$ cat src/rtl/otter_io_timer.sv
// Memory-mapped down-counting timer for the OTTER I/O bus with prescaler, auto-reload and level IRQ.
// Optional expiry counter at offset 0x10 is built only when OTTER_TIMER_OVF_CNT_EN is defined.
module otter_io_timer #(
    parameter logic [31:0] BASE_ADDR = 32'h1100_0100,
    parameter int unsigned PRESCALE  = 4
) (
    input  logic        clk,
    input  logic        RST,
    input  logic [31:0] iobus_addr,
    input  logic [31:0] iobus_out,
    input  logic        iobus_wr,
    output logic [31:0] iobus_in,
    output logic        intr
);

    typedef enum logic [1:0] {IDLE, RUN, DONE} state_t;

    localparam logic [15:0] PRE_LAST = 16'(PRESCALE - 1);

    state_t      state, state_n;
    logic [2:0]  ctrl, ctrl_n;
    logic [31:0] load, load_n;
    logic [31:0] count, count_n;
    logic        exp_flag, exp_n;
    logic [15:0] presc, presc_n;
    logic        expire;
    logic [31:0] ovf_rd;
    logic [31:0] rdata;

    logic       hit;
    logic [2:0] off;
    logic       wr_ctrl, wr_load, wr_count, wr_status;
    logic       unused_addr_bits;

    assign hit              = (iobus_addr[31:5] == BASE_ADDR[31:5]);
    assign off              = iobus_addr[4:2];
    assign unused_addr_bits = ^iobus_addr[1:0];
    assign wr_ctrl          = iobus_wr && hit && (off == 3'd0);
    assign wr_load          = iobus_wr && hit && (off == 3'd1);
    assign wr_count         = iobus_wr && hit && (off == 3'd2);
    assign wr_status        = iobus_wr && hit && (off == 3'd3);

    always_ff @(posedge clk or negedge RST) begin
        if (!RST) begin
            state    <= IDLE;
            ctrl     <= '0;
            load     <= '0;
            count    <= '0;
            exp_flag <= 1'b0;
            presc    <= '0;
        end else begin
            state    <= state_n;
            ctrl     <= ctrl_n;
            load     <= load_n;
            count    <= count_n;
            exp_flag <= exp_n;
            presc    <= presc_n;
        end
    end

    // Bus writes are applied after tick handling so a same-edge COUNT write beats
    // the decrement/reload; a CTRL write restarts or stops the run and absorbs the tick.
    always_comb begin
        state_n = state;
        ctrl_n  = ctrl;
        load_n  = load;
        count_n = count;
        exp_n   = exp_flag;
        presc_n = '0;
        expire  = 1'b0;

        if (state == RUN && !wr_ctrl) begin
            if (presc == PRE_LAST) begin
                if (count != '0) begin
                    count_n = count - 32'd1;
                end else begin
                    expire = 1'b1;
                    if (ctrl[1]) begin
                        count_n = load;
                    end else begin
                        ctrl_n[0] = 1'b0;
                        state_n   = DONE;
                    end
                end
            end else begin
                presc_n = presc + 16'd1;
            end
        end

        if (wr_ctrl) begin
            ctrl_n = iobus_out[2:0];
            if (iobus_out[0]) begin
                state_n = RUN;
                count_n = load;
            end else if (state == RUN) begin
                state_n = IDLE;
            end
        end
        if (wr_load)
            load_n = iobus_out;
        if (wr_count)
            count_n = iobus_out;
        if (wr_status && iobus_out[0])
            exp_n = 1'b0;
        if (expire)
            exp_n = 1'b1;
    end

`ifdef OTTER_TIMER_OVF_CNT_EN
    logic [7:0] ovf, ovf_n;
    logic       wr_ovf;

    assign wr_ovf = iobus_wr && hit && (off == 3'd4);

    always_comb begin
        ovf_n = ovf;
        if (expire && ovf != 8'hFF)
            ovf_n = ovf + 8'd1;
        if (wr_ovf)
            ovf_n = {7'd0, expire};
    end

    always_ff @(posedge clk or negedge RST) begin
        if (!RST)
            ovf <= '0;
        else
            ovf <= ovf_n;
    end

    assign ovf_rd = {24'd0, ovf};
`else
    assign ovf_rd = '0;
`endif

    always_comb begin
        rdata = '0;
        if (hit) begin
            case (off)
                3'd0:    rdata = {29'd0, ctrl};
                3'd1:    rdata = load;
                3'd2:    rdata = count;
                3'd3:    rdata = {31'd0, exp_flag};
                3'd4:    rdata = ovf_rd;
                default: rdata = '0;
            endcase
        end
    end

    assign iobus_in = rdata;
    assign intr     = exp_flag & ctrl[2];

endmodule

$ cat config.mk
export PLATFORM = sky130hd
export DESIGN_NAME = otter_io_timer
export DESIGN_NICKNAME = d
export VERILOG_FILES = /design/src/rtl/otter_io_timer.sv
export SDC_FILE = /design/constraint.sdc
export NUM_CORES = 1
export LEC_CHECK = 0
export CAP_MARGIN = 20
export CORE_UTILIZATION = 58
export CTS_CLUSTER_SIZE = 28
export DETAILED_ROUTE_END_ITERATION = 8
export PLACE_DENSITY = 0.85
export SYNTH_ARGS = -nofsm -noshare
export SYNTH_HDL_FRONTEND = slang
export SYNTH_SLANG_ARGS = --single-unit
export TNS_END_PERCENT = 1
$ cat constraint.sdc
create_clock -name clk -period 6.6 [get_ports clk]
set_input_delay 1.65 -clock clk [delete_from_list [all_inputs] [get_ports clk]]
set_output_delay 1.65 -clock clk [all_outputs]
set_load 0.05 [all_outputs]
==> results of run 1 <==
## final timing paths
check | from | end | slack [ns] | cells past startpoint
worst max-delay path | iobus_addr[28] | iobus_in[0] | 0.81 | 7
worst min-delay path | state[0] | state[0] | 0.51 | 2
worst max register to register | count[11] | count[12] | 3.47 | 6
worst min register to register | state[0] | state[0] | 0.51 | 2
max in group asynchronous | RST | load[2] | 4.34 | 2
min in group asynchronous | RST | load[26] | 1.23 | 1
## logic make-up (layout without fill, tap and decap cells)
family,Yosys count,count (layout),share of synthesized area [%]
buffers and inverters,54,137,4.04
multiplexers,39,39,7.59
XOR/XNOR,14,14,2.11
flip-flops,86,86,37.0
AND/OR/NAND/NOR,299,299,27.4
AO/OA/AOI/OAI,187,187,21.2
adder cells (fa/ha/maj),3,3,0.645
## metrics by stage
stage / power (mW) / std cells
2_1_floorplan: 0.550 / 682
3_3_place_gp: 0.607 / 883
3_5_place_dp: 0.609 / 883
4_1_cts: 0.977 / 898
5_1_grt: 1.01 / 898
6_report: 0.980 / 898
## cell usage after synthesis, types with 3 or more instances
| library cell | n |
|---|---|
| nor2_1 | 106 |
| dfrtp_1 | 86 |
| nand2_1 | 44 |
| o21ai_0 | 42 |
| a21oi_1 | 37 |
| a22oi_1 | 33 |
| clkbuf_1 | 31 |
| mux2_2 | 31 |
| nor3_1 | 25 |
| nand3_1 | 18 |
| nor4_1 | 18 |
| nand4_1 | 17 |
| o22ai_1 | 16 |
| inv_1 | 11 |
| or3_1 | 11 |
| nor4b_1 | 9 |
| buf_2 | 8 |
| xor2_1 | 8 |
| a211oi_1 | 7 |
| mux2i_1 | 7 |
| nor2b_1 | 7 |
| o31ai_1 | 6 |
| xnor2_1 | 6 |
| a221o_1 | 5 |
| and2_1 | 5 |
| and3_1 | 5 |
| or4_1 | 5 |
| a211o_1 | 4 |
| a21o_1 | 4 |
| a31oi_1 | 4 |
| nor4_4 | 4 |
| o221ai_1 | 4 |
| and4_1 | 3 |
| buf_6 | 3 |
| ha_1 | 3 |
| nand2b_1 | 3 |
| nand4b_1 | 3 |
| nor3b_1 | 3 |
| nor4_2 | 3 |
| o21bai_1 | 3 |
| o22a_1 | 3 |
## area by class of cell
class | count | area share (%)
flip-flops and latches | 86 | 29.1
clock buffers | 12 | 1.97
multi-input cells | 542 | 46.6
well taps | 133 | 2.25
repair buffers | 111 | 18.9
clock inverters | 3 | 0.610
inverters | 11 | 0.559
## power by group through the flow
stage                     sequential (mW)  clock (mW)  combinational, mW
after floorplan                     0.537           0             0.0126
after global placement              0.537           0             0.0703
after detailed placement            0.537           0             0.0724
after CTS                           0.526       0.378             0.0727
after global routing                0.526       0.406             0.0783
final                               0.526       0.381             0.0731
## critical path, stage by stage
cell,delay [ns]
clkdlybuf4s50_1,0.50
nor4b_1,0.37
nand4_1,0.32
or4_1,0.64
buf_4,0.24
nor2b_1,0.24
buf_12,0.17
## placed cells by master, fill, tap and decap left out, drive strengths merged, types with 4 or more instances in the layout
cell,n
nor2,107
dfrtp,86
clkdlybuf4s50,64
buf,47
nand2,44
o21ai,42
a21oi,37
a22oi,33
mux2,31
nor3,26
nor4,25
nand3,18
nand4,18
o22ai,16
clkbuf,12
or3,11
inv,11
nor4b,9
xor2,8
nor2b,7
mux2i,7
a211oi,7
xnor2,6
o31ai,6
or4,6
and2,5
and3,5
a221o,5
a31oi,4
a21o,4
a211o,4
o221ai,4
## metal layers
layer	wire length, um	share of wire (%)	track usage (%)
met5	0	0	0
met1	7090	37	47.9
met3	2150	11	8.55
met4	864	4.5	22.6
met2	8960	47	60.6
## flip-flops by register name, summed over array words and instances, names as in the netlist
| register | count |
|---|---|
| exp_flag | 1 |
| count | 32 |
| ctrl | 3 |
| load | 32 |
| state | 2 |
| presc | 16 |
==> impl_metrics.tcl, run 1 <==
set metrics [dict create \
    multi_input_area_sq_mm 0.00344 \
    outcome "finished clean" \
    drc 0 \
    syn_inst 682 \
    grt_max_degree 51 \
    worst_pin_slew_ns 1.08 \
    dr_total_vias 6299 \
    p_leak_nw 2.87 \
    seqPwrFrac_pct 53.7 \
    p_int_uw 750 \
    hold_viol 0 \
    die-area_sq_mm 0.0104 \
    grt.overflow.total 0 \
    port_buffers 97 \
    max_freq_ghz 0.173 \
    dp_slack_ns 0.862 \
    period_needed_ns 5.79 \
    ys_warn_count 0 \
    viasPerCell 7.01 \
    holdWs_ns 0.508 \
    grt_first_pass_wirelength_um 30500 \
    fin_ws_ns 0.809 \
    clk_pin_slew_ns 0.09 \
    root_buffer "clkbuf_8" \
    maxCapViolCount 0 \
    peakVddDrop_v 0.000130 \
    cts.sinks 86 \
    postCtsSetupBuffers 0 \
    syn_area_sq_mm 0.00582 \
    grtUsageTotal_pct 38.2 \
    cp_max_fo 19 \
    yosysTopAreaCell "dfrtp_1" \
    antennaDiodeCount 0 \
    coreArea_sq_mm 0.00973 \
    start_util_pct 59.8 \
    power_frac_comb_pct 7.5 \
    tns_ns 0 \
    fin_area_sq_mm 0.00739 \
    ys.flop_type "dfrtp_1" \
    cts-resized-gates 0 \
    async_flop_share_pct 100 \
    switching_power_uw 231 \
    first_iter_violations 726 \
    numCtsBuffers 9 \
    fillers 730 \
    dr.pass1.iters 7 \
    antenna_found_initial 0 \
    fin_crit_sh_pct 87.7 \
    hold_class "register to register" \
    cp-end-kind "output pin" \
    synthDominantCellAreaShare_pct 37.0 \
    synth-edff-count 0 \
    synth_cell_types 65 \
    post-route-util_pct 75.9 \
    wl_um 19100 \
    avgRoutedWirePerCell_um 21.2 \
    gp_congestion 1.03 \
    synth.area.top_cells "dfrtp_1, nor2_1, mux2_2, a22oi_1, o21ai_0" \
    grt_pass1_vias 6140 \
    io_pins 100 \
    final.setup_skew_ns 0.0119 \
    synth_area_per_cell_sq_um 8.53 \
    syn_nets 752 \
    criticalPathCategory "primary input to output pin" \
    swShare_pct 23.5 \
    postCtsHoldBufs 0 \
    register_area_sq_mm 0.00215 \
    dp_hpwl_um 13300 \
    clock_power_share_pct 38.9 \
    cts_tree "built" \
    clk_path_buf_depth 2 \
    die_x_um 102 \
    crit_required_ns 4.95 \
    rsz0062_at_grt "no" \
    syn_to_final_growth_pct 26.9 \
    place_area_sq_mm 0.00720 \
    power.density_mw_per_mm2 133 \
    htreeDepth 3 \
    cp-start-kind "primary input" \
    ys_seq_elements 86 \
    arrival_ns 4.14 \
    antenna_left 0 \
    nNetsFinal 831 \
    clk_latency_ns 0.37 \
    slew_violations 0 \
    drive_gt1_share_pct 14.5 \
    ys_seq_area_share_pct 37.0 \
    setup_viol 0 \
    dieHeight_um 102 \
    relSlewSlack_pct 27.8 \
    rows 36 \
]
(Power assumes the default switching activity.)
==> run 2, diff against run 1 <==
--- a/config.mk
+++ b/config.mk
@@ -10,6 +10,7 @@
 export CTS_CLUSTER_SIZE = 28
 export DETAILED_ROUTE_END_ITERATION = 8
 export PLACE_DENSITY = 0.85
+export RECOVER_POWER = 25
 export SYNTH_ARGS = -nofsm -noshare
 export SYNTH_HDL_FRONTEND = slang
 export SYNTH_SLANG_ARGS = --single-unit
==> run 2 against run 1 <==
Effect of this change:
- the run now ends with max-capacitance violations, max-slew violations left
- register-to-register slack hardly changed
- critical endpoint unchanged
- clock-buffer cell count stayed put
- sequential power hardly changed
- sequential share of layout area hardly changed
- cell area is 0.10% lower
==> impl_metrics.tcl, run 2 (synthesis results as in run 1) <==
set metrics [dict create \
    drc 0 \
    cp-end-kind "output pin" \
    r2r_setup_slack_ns 3.46 \
    antenna_left 0 \
    total_power_uw 980 \
    grt.overflow.total 0 \
    p_int_uw 749 \
    swShare_pct 23.6 \
    grt_max_degree 51 \
    grt_first_pass_wirelength_um 30500 \
    largestRegisters "count x32, load x32, presc x16" \
    hold_viol 0 \
    dieHeight_um 102 \
    reg2reg_depth 6 \
    worst_pin_slew_ns 2.68 \
    wl_um 19100 \
    tns_ns 0 \
    cts_tree "built" \
    fin_crit_sh_pct 87.7 \
    max_freq_ghz 0.173 \
    final_cells 898 \
    syn_to_final_growth_pct 26.8 \
    post-route-util_pct 75.8 \
    p_leak_nw 2.87 \
    drive_gt1_share_pct 14.2 \
    dp_cells 883 \
    die-area_sq_mm 0.0104 \
    postCtsSetupBuffers 0 \
    antenna_found_initial 0 \
    hold_path.startpoint "state[0]" \
    violations "max-capacitance violations, max-slew violations" \
    cp_max_fo 19 \
    clk_pin_slew_ns 0.09 \
    nNetsFinal 831 \
    grt_pass1_vias 6140 \
    outcome "complete, but fails checks" \
    hold_class "register to register" \
    rows 36 \
    dr_total_vias 6258 \
    coreArea_sq_mm 0.00973 \
    period_needed_ns 5.79 \
    avgRoutedWirePerCell_um 21.2 \
    final_common_cell "nor2_1" \
    io_pins 100 \
    dr.pass1.iters 6 \
    first_iter_violations 727 \
    timing.rr.start "count[11]" \
    die_x_um 102 \
    port_buffers 97 \
    final_cell_mix "nor2_1, dfrtp_1, clkdlybuf4s50_1" \
    clock_power_share_pct 38.9 \
    clk_path_buf_depth 2 \
    hold_depth 2 \
    fin_area_sq_mm 0.00738 \
    relSlewSlack_pct -78.4 \
    cp-start-kind "primary input" \
    viasPerCell 6.97 \
    slew_violations 89 \
    start_util_pct 59.8 \
    peakVddDrop_v 0.000130 \
    postCtsHoldBufs 0 \
    dp_hpwl_um 13300 \
    fillers 732 \
    switching_power_uw 231 \
    rsz0062_at_grt "no" \
    seqPwrFrac_pct 53.7 \
    maxCapViolCount 2 \
    holdWs_ns 0.508 \
    place_area_sq_mm 0.00720 \
    cts.sinks 86 \
    r2r-end "count[12]" \
    power_frac_comb_pct 7.4 \
    dp_slack_ns 0.862 \
    clk_latency_ns 0.38 \
    grtUsageTotal_pct 38.2 \
    htreeDepth 3 \
    whs_endpoint "state[0]" \
    crit_required_ns 4.95 \
    numCtsBuffers 9 \
    setup_viol 0 \
    arrival_ns 4.14 \
    cts-resized-gates 0 \
    criticalPathCategory "primary input to output pin" \
    final.setup_skew_ns 0.0107 \
    gp_congestion 1.03 \
    root_buffer "clkbuf_8" \
    power.density_mw_per_mm2 133 \
    antennaDiodeCount 0 \
    fin_ws_ns 0.815 \
]
run 2: changes by cell type in the layout (fill, tap and decap cells not counted):
cell / delta
clkbuf_1: +2
buf_4: -2
run 2: power groups by stage:
| stage | logic [mW] | registers [mW] | clock network [mW] |
|---|---|---|---|
| after floorplan | 0.0126 | 0.537 | 0 |
| after global placement | 0.0703 | 0.537 | 0 |
| after detailed placement | 0.0724 | 0.537 | 0 |
| after CTS | 0.0727 | 0.526 | 0.378 |
| after global routing | 0.0777 | 0.527 | 0.406 |
| final | 0.0726 | 0.526 | 0.381 |
run 2: routing by layer:
layer  global-route usage, %  share of wire [%]
met1                    47.9                 37
met2                    60.6                 47
met3                    8.55                 11
met4                    22.6                4.4
met5                       0                  0
run 2: area by class of cell:
| cell class | instances | area, sq um | share of cell area [%] |
|---|---|---|---|
| clock buffers | 12 | 145 | 1.97 |
| multi-input cells | 542 | 3440 | 46.7 |
| flip-flops and latches | 86 | 2150 | 29.2 |
| clock inverters | 3 | 45.0 | 0.610 |
| repair buffers | 111 | 1390 | 18.8 |
| well taps | 133 | 166 | 2.26 |
| inverters | 11 | 41.3 | 0.560 |
run 2: worst max-delay path by stage:
stage | start | end
5_1_grt | RST | load[2]
2_1_floorplan | iobus_addr[6] | iobus_in[10]
3_5_place_dp | iobus_addr[28] | iobus_in[0]
4_1_cts | iobus_addr[28] | iobus_in[0]
3_3_place_gp | iobus_addr[6] | iobus_in[0]
6_report | iobus_addr[28] | iobus_in[0]
run 2: critical path, stage by stage:
cell and delay, ns:
clkdlybuf4s50_1 0.50, nor4b_1 0.37, nand4_1 0.32, or4_1 0.63, buf_4 0.24, nor2b_1 0.24
buf_12 0.17
